--- config.mk ---
export PLATFORM = sky130hd
export DESIGN_NAME = vga_sync_decoder
export DESIGN_NICKNAME = d
export VERILOG_FILES = /design/src/rtl/vga_sync_decoder.sv
export SDC_FILE = /design/constraint.sdc
export NUM_CORES = 1
export LEC_CHECK = 0
export BUFFER_PORTS_ARGS = -buffer_cell sky130_fd_sc_hd__buf_2
export CELL_PAD_IN_SITES_DETAIL_PLACEMENT = 0
export CELL_PAD_IN_SITES_GLOBAL_PLACEMENT = 1
export CORE_MARGIN = 10
export CORE_UTILIZATION = 44
export CTS_CLUSTER_DIAMETER = 80
export CTS_CLUSTER_SIZE = 20
export DETAILED_ROUTE_END_ITERATION = 7
export GPL_TIMING_DRIVEN = 0
export PLACE_DENSITY_LB_ADDON = 0.1
export SKIP_LAST_GASP = 1
export SYNTH_ARGS = -nofsm -noshare
export SYNTH_HDL_FRONTEND = slang
export SYNTH_SLANG_ARGS = --single-unit
--- constraint.sdc ---
create_clock -name clk -period 2.49 [get_ports clk]
set_input_delay 0.498 -clock clk [delete_from_list [all_inputs] [get_ports clk]]
set_output_delay 0.498 -clock clk [all_outputs]
set_load 0.01 [all_outputs]
--- src/rtl/vga_sync_decoder.sv ---
// vga_sync_decoder: recovers pixel/line counters, display enable and lock
// status from active-low hsync/vsync of a 640x480@60 timing source running
// on the same pixel clock.
// Optional: define VGA_DEC_ERRCNT_EN to add an 8-bit saturating err_count
// output that counts sync_err pulses.
module vga_sync_decoder #(
    parameter int H_VISIBLE     = 640,
    parameter int H_FRONT_PORCH = 16,
    parameter int H_TOTAL       = 800,
    parameter int V_VISIBLE     = 480,
    parameter int V_FRONT_PORCH = 10,
    parameter int V_TOTAL       = 521,
    parameter int LOCK_FRAMES   = 2
) (
    input  logic       clk,
    input  logic       rst_n,
    input  logic       en,
    input  logic       hsync_in,
    input  logic       vsync_in,
    output logic [9:0] hcount,
    output logic [9:0] vcount,
    output logic       de,
    output logic       locked,
    output logic       frame_start,
    output logic       sync_err
`ifdef VGA_DEC_ERRCNT_EN
    ,
    output logic [7:0] err_count
`endif
);

    localparam logic [9:0]  H_VIS       = 10'(H_VISIBLE);
    localparam logic [9:0]  H_SYNC_COL  = 10'(H_VISIBLE + H_FRONT_PORCH);
    localparam logic [9:0]  H_LAST      = 10'(H_TOTAL - 1);
    localparam logic [9:0]  V_VIS       = 10'(V_VISIBLE);
    localparam logic [9:0]  V_SYNC_LINE = 10'(V_VISIBLE + V_FRONT_PORCH);
    localparam logic [9:0]  V_LAST      = 10'(V_TOTAL - 1);
    localparam logic [10:0] LINE_OK     = 11'(H_TOTAL);
    localparam logic [10:0] LINE_MAX    = 11'(2 * H_TOTAL);
    localparam logic [9:0]  FRAME_OK    = 10'(V_TOTAL);
    localparam logic [3:0]  LOCK_CNT    = 4'(LOCK_FRAMES);

    typedef enum logic [1:0] {SEARCH, ACQUIRE, LOCKED} state_t;

    state_t      state, state_n;
    logic        hs_d, vs_d;
    logic [10:0] line_len;
    logic [9:0]  frame_lines;
    logic        frame_bad;
    logic [3:0]  good_cnt, good_cnt_n;
    logic        hfall, vfall, hwrap, line_bad, frame_fail, err_n;
    logic [9:0]  hcount_n, vcount_n;

    // Sync edge detection, next counter values and period checks
    always_comb begin
        hfall = hs_d & ~hsync_in;
        vfall = vs_d & ~vsync_in;
        hwrap = ~hfall & (hcount == H_LAST);

        if (hfall)      hcount_n = H_SYNC_COL;
        else if (hwrap) hcount_n = '0;
        else            hcount_n = hcount + 10'd1;

        // vfall wins over a line wrap in the same cycle
        if (vfall)      vcount_n = V_SYNC_LINE;
        else if (hwrap) vcount_n = (vcount == V_LAST) ? '0 : vcount + 10'd1;
        else            vcount_n = vcount;

        // A line is bad on a wrong-length hfall, or once when hsync goes
        // missing for two full line periods
        if (hfall) line_bad = ((line_len + 11'd1) != LINE_OK);
        else       line_bad = ((line_len + 11'd1) == LINE_MAX);

        // A bad line flagged on the vfall cycle still belongs to this frame
        frame_fail = (frame_lines != FRAME_OK) | frame_bad | line_bad;
    end

    // Lock state machine: next state, good-frame count and error pulse
    always_comb begin
        state_n    = state;
        good_cnt_n = good_cnt;
        err_n      = 1'b0;
        case (state)
            SEARCH: begin
                if (vfall) begin
                    state_n    = ACQUIRE;
                    good_cnt_n = '0;
                end
            end
            ACQUIRE: begin
                if (vfall) begin
                    if (frame_fail) begin
                        good_cnt_n = '0;
                    end else begin
                        good_cnt_n = good_cnt + 4'd1;
                        if ((good_cnt + 4'd1) == LOCK_CNT) state_n = LOCKED;
                    end
                end
            end
            LOCKED: begin
                if (line_bad | (vfall & frame_fail)) begin
                    state_n    = SEARCH;
                    good_cnt_n = '0;
                    err_n      = 1'b1;
                end
            end
            default: state_n = SEARCH;
        endcase
    end

    // State, counters and registered outputs; en freezes everything
    always_ff @(posedge clk) begin
        if (!rst_n) begin
            hs_d        <= 1'b1;
            vs_d        <= 1'b1;
            hcount      <= '0;
            vcount      <= '0;
            line_len    <= '0;
            frame_lines <= '0;
            frame_bad   <= 1'b0;
            state       <= SEARCH;
            good_cnt    <= '0;
            locked      <= 1'b0;
            de          <= 1'b0;
            frame_start <= 1'b0;
            sync_err    <= 1'b0;
        end else if (en) begin
            hs_d   <= hsync_in;
            vs_d   <= vsync_in;
            hcount <= hcount_n;
            vcount <= vcount_n;

            if (hfall)                   line_len <= '0;
            else if (line_len != LINE_MAX) line_len <= line_len + 11'd1;

            // A coincident hfall opens the new frame's line count
            if (vfall) begin
                frame_lines <= {9'd0, hfall};
                frame_bad   <= 1'b0;
            end else begin
                if (hfall && (frame_lines != '1)) frame_lines <= frame_lines + 10'd1;
                frame_bad <= frame_bad | line_bad;
            end

            state    <= state_n;
            good_cnt <= good_cnt_n;

            // locked trails state by one cycle; de/frame_start use the same
            // term so they stay consistent with locked and the counters
            locked      <= (state == LOCKED);
            de          <= (state == LOCKED) && (hcount_n < H_VIS) && (vcount_n < V_VIS);
            frame_start <= (state == LOCKED) && (hcount_n == '0) && (vcount_n == '0);
            sync_err    <= err_n;
        end
    end

`ifdef VGA_DEC_ERRCNT_EN
    // Saturating count of sync_err pulses, cleared only by reset
    always_ff @(posedge clk) begin
        if (!rst_n)                                err_count <= '0;
        else if (en && err_n && (err_count != '1)) err_count <= err_count + 8'd1;
    end
`endif

endmodule

==> summary.md <==
| Metric | Value |
|---|---|
| Die Height | `106 um` |
| GRT Total Usage | `15.4%` |
| Post-synthesis sequential area ratio | `32.9%` |
| Cell area after synthesis | `3290 um2` |
| CP endpoint kind | `flop` |
| WL per Instance | `15.9 um` |
| Clock sinks | `54` |
| Slew headroom | `59.6%` |
| I/O Buffers | `28` |
| Post-synthesis mux area share | `1.56%` |
| Final Instance Count excl. Fillers | `562` |
| Worst Path Max Fanout | `7` |
| FF-to-FF Start | `line_len[0]` |
| Final Hold Viols | `0` |
| Yosys cell types | `59` |
| Syn. warnings | `0` |
| Power share of the clock group | `31.9%` |
| CTS tree | `yes` |
| Final Core Density | `52.1%` |
| TritonCTS buffer count | `5` |
| Crit path launch | `line_len[0]` |
| Seq pwr share | `54.9%` |
| Remaining antenna violation count | `0` |
| Placed cells | `553` |
| Min cycle time layout | `2.40 ns` |
| Top post-synthesis cells by area | `dfxtp_1 33%, nand2_1 5.6%, nand3_1 4.3%, o21ai_0 3.8%, ha_1 3.4%` |
| CTS Root Buffer Type | `clkbuf_8` |
| Leading area contributor after synthesis | `dfxtp_1` |
| Number of global-route vias before repair | `2,983` |
| Top cell type's share of synthesized area | `32.9%` |
| Layout cells sized above 1 | `15.6%` |
| Final #Nets | `476` |
| Worst VDD drop | `0.233 mV` |
| Clk Latency, worst-skew pair | `0.32 ns` |
| Fmax | `417 MHz` |
| Reg2Reg Capture Point | `good_cnt[2]` |
| Via count | `3,235` |
| Cells after Synth | `426` |
| Die W | `106 um` |
| Worst path max stage delay | `0.50 ns` |
| Die ar. | `11,300 um2` |
| Count leader, synth | `dfxtp_1` |
| Reg-to-reg slack, setup | `0.09 ns` |
| XOR/XNOR share of the synthesized area | `5.60%` |
| Synth-to-Final Area Change | `15.0%` |
| Clock buffer depth | `2` |
| Initial antenna violation count | `0` |
| CP required | `2.76 ns` |
| Internal | `1.17 mW` |
| Leak | `1.38 nW` |
| Measured slew at the worst slew-check pin | `0.606 ns` |
| Antenna cells | `0` |
| Io pins | `29` |
| First-pass GRT wire length | `14,600 um` |
| Initial core utilization | `45.3%` |
| Synth Area in Simple Gates | `31.2%` |
| Outcome | `complete, no violations` |
| Cell Area, Placed | `3550 um2` |
| Crit path kind | `flop to flop` |
| Post-layout instance area | `3780 um2` |
| Asr flop ratio synth | `0%` |
| Hold buffers post-CTS | `0` |
| Detailed Place HPWL | `6490 um` |
| Detailed router's first-iteration violation count | `140` |
| # DRC | `0` |
| Net switching power | `495 uW` |
| Reg clk slew, reported paths | `0.11 ns` |
| Ys flop type | `dfxtp_1` |
| Gp weighted congestion | `0.904` |
| Commonest cells post-synth | `54 x dfxtp_1, 49 x nand2_1, 28 x nand3_1, 27 x nor2_1, 25 x o21ai_0` |
| Final Skew | `0.0103 ns` |
| Sw Share | `29.8%` |
| Number of enable flip-flop cells after synthesis | `0` |
| Final setup viols | `0` |
| Total of max-cap violations | `0` |
| Post-synthesis compound-gate area fraction | `20.6%` |
| Core box area | `7250 um2` |
| Synth Register Bits | `54` |
| Worst Path Buf+Inv | `0` |
| Synth Area in Adders | `3.43%` |
| Max-slew violations | `0` |
| Total congestion overflow | `0` |
| Pin count of the biggest net entering global routing | `19` |
| Delay-heaviest family, CP | `compound AO/OA/AOI/OAI gates` |
| Worst setup SP type | `flop` |
| Power Density | `440 nW/um2` |
| Num rows | `31` |
| CP Cell Sequence | `ha_4 > and2_2 > a31oi_4 > o211ai_1 > o41a_1 > or2_4 > o32ai_1 > a22o_1` |
| Largest family of logic cells by synthesized area | `simple AND/OR/NAND/NOR gates` |
| Syn_nets | `440` |
| Vias/cell | `5.76` |
| Routed WL | `8920 um` |
| Cell depth of the worst setup path | `8` |
| Worst-path cell with the longest stage delay | `o41a_1` |
| Final worst-path cycle share | `96.4%` |
| Syn Area/Cell | `7.71 um2` |
| H-tree depth | `2` |
| PnR Total Power | `1.66 mW` |
| TritonRoute pass-1 iters | `5` |
| Worst Setup EP | `good_cnt[2]` |
| Hold Crit Class | `input pin to flop` |
| Worst r2r path cells | `8` |
| Arr. time, crit path | `2.67 ns` |
| Comb power frac | `13.2%` |
## registers in the layout, indices dropped and copies added (netlist names)
name,flops
de,1
frame_bad,1
frame_lines,10
frame_start,1
good_cnt,4
hcount,10
hs_d,1
line_len,11
locked,1
state,2
sync_err,1
vcount,10
vs_d,1
## worst min-delay path by stage
| stage | from | end | slack, ns | cells past startpoint |
|---|---|---|---|---|
| after floorplan | frame_bad | frame_bad | 0.44 | 2 |
| after global placement | frame_start | frame_start | 0.46 | 2 |
| after detailed placement | frame_start | frame_start | 0.47 | 2 |
| after CTS | vsync_in | vs_d | 0.41 | 3 |
| after global routing | hsync_in | hs_d | 0.43 | 3 |
| final | vsync_in | vs_d | 0.42 | 3 |
## stage by stage
| stage | hold slack, ns | setup WS, ns | TNS, ns |
|---|---|---|---|
| after floorplan | 0.437 | 0.182 | 0 |
| after global placement | 0.460 | -0.317 | -1.52 |
| after detailed placement | 0.468 | -0.316 | -1.50 |
| after CTS | 0.411 | 0.00383 | 0 |
| after global routing | 0.435 | -0.0412 | -0.0961 |
| final | 0.425 | 0.0896 | 0 |
## final cells by class
type | instances | area (um2)
fillers | 754 | 3470
repair buffers | 31 | 163
well taps | 99 | 124
multi-input cells | 333 | 2160
plain buffers | 20 | 83.8
inverters | 17 | 63.8
clock inverters | 3 | 25.0
flip-flops and latches | 54 | 1090
clock buffers | 5 | 68.8
## repair_timing
| action | in CTS | in global routing |
|---|---|---|
| pin swaps | 1 | 4 |
| resized for setup | 7 | 23 |
| setup buffers | 0 | 3 |
| endpoints found under the setup margin | 7 | 15 |
## tightest hold or removal path, stage by stage
cell and delay, ns:
buf_2 0.10, mux2i_1 0.06, nand2_1 0.06
## per-layer routing
layer  GRT usage [%]  vias to the layer above  wire length (um)
met1            20.5                     1536              4290
met3            3.32                       12               498
li1                -                     1604                 -
met5               0                        -                 0
met4            3.29                        0               104
met2            24.9                       83              4030
## power groups by stage
stage	registers (mW)	clock network, mW	logic (mW)
6_report	0.912	0.531	0.219
3_3_place_gp	0.930	0	0.210
3_5_place_dp	0.931	0	0.211
5_1_grt	0.917	0.571	0.246
2_1_floorplan	0.932	0	0.137
4_1_cts	0.911	0.546	0.214
## cell usage in the layout, fill, tap and decap left out, drive strengths merged, types with 2 or more instances in the layout
| cell type | instances |
|---|---|
| and3 | 6 |
| nand3 | 28 |
| buf | 34 |
| o21a | 7 |
| o21ai | 26 |
| nand4 | 11 |
| nor2 | 27 |
| a211o | 2 |
| nand2 | 49 |
| or3 | 7 |
| xor2 | 10 |
| o41ai | 2 |
| mux2i | 4 |
| nor2b | 14 |
| clkbuf | 22 |
| and4 | 3 |
| and2 | 10 |
| o31ai | 4 |
| o211ai | 2 |
| xnor2 | 11 |
| a21boi | 9 |
| nor4 | 9 |
| a31oi | 6 |
| a31o | 2 |
| ha | 9 |
| nor3 | 17 |
| or2 | 3 |
| nand2b | 4 |
| o221a | 2 |
| nand4b | 2 |
| nor3b | 2 |
| a22o | 3 |
| dfxtp | 54 |
| inv | 18 |
| o211a | 3 |
| a21oi | 20 |
| or4 | 2 |
## kinds of logic (layout without fill, tap and decap cells)
| logic type | after synthesis | after routing |
|---|---|---|
| buffers and inverters | 39 | 76 |
| XOR/XNOR | 21 | 21 |
| AND/OR/NAND/NOR | 197 | 197 |
| flip-flops | 54 | 54 |
| AO/OA/AOI/OAI | 101 | 101 |
| multiplexers | 5 | 5 |
| adder cells (fa/ha/maj) | 9 | 9 |
Power figures use the tool's default switching activity.
